### src/rtl/dmem_arbiter.sv
// Two-port data memory arbiter: pipeline has priority, the debug/loader port is
// granted after STARVE_MAX consecutive pipeline wins; one single-cycle access per clock.
module dmem_arbiter #(
  parameter int unsigned ADDR_LIMIT = 64,
  parameter int unsigned STARVE_MAX = 4
) (
  input  logic        clk,
  input  logic        reset_n,
  input  logic        p_req,
  input  logic        p_we,
  input  logic [63:0] p_addr,
  input  logic [63:0] p_wdata,
  output logic        p_gnt,
  output logic        p_rvalid,
  output logic        p_err,
  output logic [63:0] p_rdata,
  input  logic        d_req,
  input  logic        d_we,
  input  logic [63:0] d_addr,
  input  logic [63:0] d_wdata,
  output logic        d_gnt,
  output logic        d_rvalid,
  output logic        d_err,
  output logic [63:0] d_rdata,
  output logic [63:0] Mem_Addr,
  output logic [63:0] Write_DataMEM,
  output logic        MemWrite,
  output logic        MemRead,
  input  logic [63:0] Read_Data,
  output logic        pipe_stall
);

  // state  | meaning
  // IDLE   | no access this cycle
  // BUSY_P | pipeline access on the memory bus
  // BUSY_D | debug/loader access on the memory bus
  typedef enum logic [1:0] {IDLE, BUSY_P, BUSY_D} state_t;

  localparam logic [63:0] LAST_OK    = 64'(ADDR_LIMIT) - 64'd8;
  localparam logic [2:0]  STARVE_LIM = 3'(STARVE_MAX);

  state_t      state, state_nxt;
  logic [2:0]  starve_cnt;
  logic        p_wins, d_wins;
  logic        busy, oob;
  logic        lat_we;
  logic [63:0] lat_addr, lat_wdata;
  logic        p_load_done;

  always_ff @(posedge clk or negedge reset_n) begin
    if (!reset_n) state <= IDLE;
    else          state <= state_nxt;
  end

  // Every state re-arbitrates each edge, so BUSY states chain without idle cycles.
  always_comb begin
    d_wins    = d_req & (~p_req | (starve_cnt == STARVE_LIM));
    p_wins    = p_req & ~d_wins;
    state_nxt = IDLE;
    if (p_wins)      state_nxt = BUSY_P;
    else if (d_wins) state_nxt = BUSY_D;
  end

  always_comb begin
    p_gnt         = (state == BUSY_P);
    d_gnt         = (state == BUSY_D);
    busy          = p_gnt | d_gnt;
    oob           = busy & (lat_addr > LAST_OK);
    Mem_Addr      = busy ? lat_addr  : 64'd0;
    Write_DataMEM = busy ? lat_wdata : 64'd0;
    MemRead       = busy & ~lat_we & ~oob;
    MemWrite      = busy &  lat_we & ~oob;
  end

  always_ff @(posedge clk or negedge reset_n) begin
    if (!reset_n) begin
      starve_cnt <= 3'd0;
    end else if (!d_req || d_wins) begin
      starve_cnt <= 3'd0;
    end else if (p_wins && starve_cnt != STARVE_LIM) begin
      starve_cnt <= starve_cnt + 3'd1;
    end
  end

  always_ff @(posedge clk or negedge reset_n) begin
    if (!reset_n) begin
      lat_we    <= 1'b0;
      lat_addr  <= 64'd0;
      lat_wdata <= 64'd0;
    end else if (p_wins) begin
      lat_we    <= p_we;
      lat_addr  <= p_addr;
      lat_wdata <= p_wdata;
    end else if (d_wins) begin
      lat_we    <= d_we;
      lat_addr  <= d_addr;
      lat_wdata <= d_wdata;
    end
  end

  // Completion registers; out-of-range accesses return zero data with err set.
  always_ff @(posedge clk or negedge reset_n) begin
    if (!reset_n) begin
      p_rvalid    <= 1'b0;
      p_err       <= 1'b0;
      p_rdata     <= 64'd0;
      d_rvalid    <= 1'b0;
      d_err       <= 1'b0;
      d_rdata     <= 64'd0;
      p_load_done <= 1'b0;
    end else begin
      p_rvalid    <= p_gnt;
      p_err       <= p_gnt & oob;
      d_rvalid    <= d_gnt;
      d_err       <= d_gnt & oob;
      p_load_done <= p_gnt & ~lat_we;
      if (p_gnt) begin
        if (oob)          p_rdata <= 64'd0;
        else if (!lat_we) p_rdata <= Read_Data;
      end
      if (d_gnt) begin
        if (oob)          d_rdata <= 64'd0;
        else if (!lat_we) d_rdata <= Read_Data;
      end
    end
  end

  assign pipe_stall = (p_req & ~p_gnt) | p_load_done;

endmodule

### config.mk
export PLATFORM = sky130hd
export DESIGN_NAME = dmem_arbiter
export DESIGN_NICKNAME = d
export VERILOG_FILES = /design/src/rtl/dmem_arbiter.sv
export SDC_FILE = /design/constraint.sdc
export NUM_CORES = 1
export LEC_CHECK = 0
export BUFFER_PORTS_ARGS = -buffer_cell sky130_fd_sc_hd__buf_4
export CELL_PAD_IN_SITES_DETAIL_PLACEMENT = 1
export CELL_PAD_IN_SITES_GLOBAL_PLACEMENT = 1
export CORE_AREA = 2 2 227 229
export CTS_CLUSTER_SIZE = 20
export DETAILED_ROUTE_END_ITERATION = 16
export DIE_AREA = 0 0 229 231
export PLACE_DENSITY = 0.65
export RECOVER_POWER = 100
export SYNTH_ARGS = -nofsm -noshare
export SYNTH_HDL_FRONTEND = slang
export SYNTH_SLANG_ARGS = --single-unit
### constraint.sdc
create_clock -name clk -period 1.65 [get_ports clk]
set_input_delay 0.33 -clock clk [delete_from_list [all_inputs] [get_ports clk]]
set_output_delay 0.33 -clock clk [all_outputs]
set_load 0.1 [all_outputs]
==> impl_metrics.tcl <==
set metrics [dict create \
    cts_tree "done" \
    maxCapViolCount 0 \
    crit_arrival_ns 2.40 \
    skew_ns 0.02175 \
    yosysSeqAreaShare_pct 54.51 \
    fmax_mhz 366.5 \
    final_cell_mix "526 x buf_4, 266 x dfrtp_1, 194 x inv_1" \
    ant_nets 0 \
    grt_pass1_wl_mm 99.82 \
    numPortBuffers 590 \
    gp_congestion 0.8282 \
    start_util_pct 24.19 \
    worst_slack_ns -1.078 \
    finalHoldViolCount 0 \
    synth_fp_nets 1468 \
    grt_max_degree 60 \
    nNetsFinal 2251 \
    highest_layer "met5" \
    hold_slack_ns 0.02742 \
    route.met2.wl_mm 37.95 \
    h-tree-depth 2 \
    cp_max_fo 2 \
    synthTopCellsByArea "dfrtp_1 55%, a222oi_1 11%, a22oi_1 7.8%" \
    die-area_mm2 0.05290 \
    die_x_um 229 \
    clkSinkCount 267 \
    clockBufferDepth 3 \
    routedWlPerCell_um 28.00 \
    worst_slew_pin_slew_ns 0.7764 \
    crit_type "reg -> out" \
    slowest_delay_ns 0.39 \
    violations "setup timing" \
    yosysTopAreaCell "dfrtp_1" \
    cp-start-kind "flip-flop" \
    synth.avg_cell_area_um2 10.77 \
    relSlewSlack_pct 48.24 \
    clock_latency_ns 0.54 \
    rows 83 \
    drc 0 \
    ys_ff_latch 267 \
    netlist.area_leader.share_pct 54.51 \
    drt-met1-wl_mm 27.41 \
    ys_types 27 \
    die_height_um 231 \
    routed_via_density 5.272 \
    layout_commonest_cell "buf_4" \
    ios 591 \
    rsz0062_at_grt "yes" \
    drive_gt1_share_pct 60.64 \
    path_cells "nor4_1, buf_4, nand4_1, nor3_2, nand2_1, buf_6, nor3b_4, buf_12" \
    report.final.slew_viol_count 0 \
    ir_drop_uv 695.4 \
    min_path_type "in -> reg" \
    end_kind "output port" \
    cts_buffers 34 \
    period_share_pct 165.4 \
    fill_cells 5192 \
    power.density_mw_per_mm2 1484 \
    yosysWarnings 0 \
    antenna_found_initial 14 \
    cp_slowest_cell "dfrtp_1" \
    num_vias 13900 \
    grt_use_total_pct 25.07 \
    syn_area_mm2 0.01226 \
    cts.clk_slew.worst_paths_ns 0.06 \
    drt_iter0_drc 1363 \
    post-route-util_pct 51.47 \
    setup_viol 392 \
    finalCriticalPeriod_ns 2.728 \
    wl_met3_mm 5.761 \
    cts_root_buf "clkbuf_16" \
    drt-total-wl_mm 73.85 \
    syn_inst 1138 \
    core_area_mm2 0.05068 \
    status "finished with violations" \
    p_leak_uw 0.01218 \
    grt_overflow 0 \
    cp.required_ns 1.32 \
    drt_pass1_iterations 9 \
    dpl.hpwl_mm 43.21 \
    area_growth_pct 112.8 \
    grt_pass1_vias 15110 \
]
## critical path, delay by kind of cell (launching register included)
kind / cells / cell delay [ns]
simple gates: 5 / 0.95
buf+inv: 3 / 0.53
flops: 1 / 0.39
## cells by family after synthesis
family | count (synthesis) | synth area share [%]
adders and majority gates | 4 | 0.4083
muxes | 1 | 0.08166
DFF | 267 | 54.51
AOI/OAI and AO/OA | 388 | 26.41
buffers and inverters | 311 | 10.25
and+or+nand+nor | 167 | 8.349
## repair_timing
action	CTS	global route
buffers inserted	38	32
resized for setup	601	174
hold buffers	11	0
setup endpoints to repair	393	413
endpoints found under the hold margin	104	0
cloned	26	17
pin swaps	128	111
## power breakdown
part           internal (uW)  switching [uW]
logic                   6680           14300
clock network           5230            3130
registers               7930            1490
## worst paths after layout
check | slack, ns | start | cells after the start | to
worst min-delay path | 0.03 | p_we | 3 | lat_we$_DFFE_PN0P_
worst max register to register | -0.48 | starve_cnt[0]$_DFFE_PN0P_ | 10 | lat_addr[0]$_DFFE_PN0P_
max in group asynchronous | 0.12 | reset_n | 4 | starve_cnt[1]$_DFFE_PN0P_
worst min register to register | 0.49 | lat_wdata[33]$_DFFE_PN0P_ | 2 | lat_wdata[33]$_DFFE_PN0P_
worst max-delay path | -1.08 | lat_addr[12]$_DFFE_PN0P_ | 8 | MemWrite
min in group asynchronous | 0.43 | reset_n | 2 | d_rdata[36]$_DFFE_PN0P_
## synth_stat cells, drive strengths merged
master	instances
nor2b	130
and2	2
and4	1
nor3	3
inv	198
a21oi	1
mux2i	1
nand4	3
clkbuf	91
a222oi	129
ha	4
a22oi	128
o22ai	64
o2bb2ai	64
buf	22
nor2	7
nand3	2
dfrtp	267
nand2	3
a21o	1
nor3b	2
nor4	14
a21boi	1
## registers in the layout (all words and copies together) (netlist names), 2 cells and up
signal and count:
d_rdata 64, lat_addr 64, lat_wdata 64, p_rdata 64, starve_cnt 3, state 2
## final cells by class
type	instances	area, um^2	area share (%)
Timing Repair Buffer	856	9656	37.01
Multi-Input combinational cell	564	6887	26.40
Sequential cell	267	6685	25.63
Clock buffer	54	1070	4.101
Tap cell	680	850.8	3.262
Inverter	198	748.2	2.868
Clock inverter	7	162.7	0.6235
Antenna cell	11	27.53	0.1055
## metal layers
layer | up-vias | GRT usage (%)
met1 | 7212 | 28.54
li1 | 5859 | -
met4 | 4 | 11.36
met3 | 137 | 7.596
met5 | - | 0
met2 | 690 | 43.23
## through the flow
stage | setup slack, ns | setup TNS [ns] | instances | cell area [um^2] | power (uW)
after global routing | -1.201 | -214.44 | 2636 | 26080 | 39810
final | -1.078 | -177.56 | 2637 | 26090 | 38720
after detailed placement | -0.8057 | -142.54 | 2458 | 19750 | 26550
after global placement | -0.8229 | -137.00 | 2458 | 19750 | 26280
after CTS | -1.157 | -179.95 | 2592 | 24820 | 37440
after floorplan | -1.061 | -32.55 | 1138 | 13650 | 21830
Note: power is estimated with default switching activity, not from simulation.
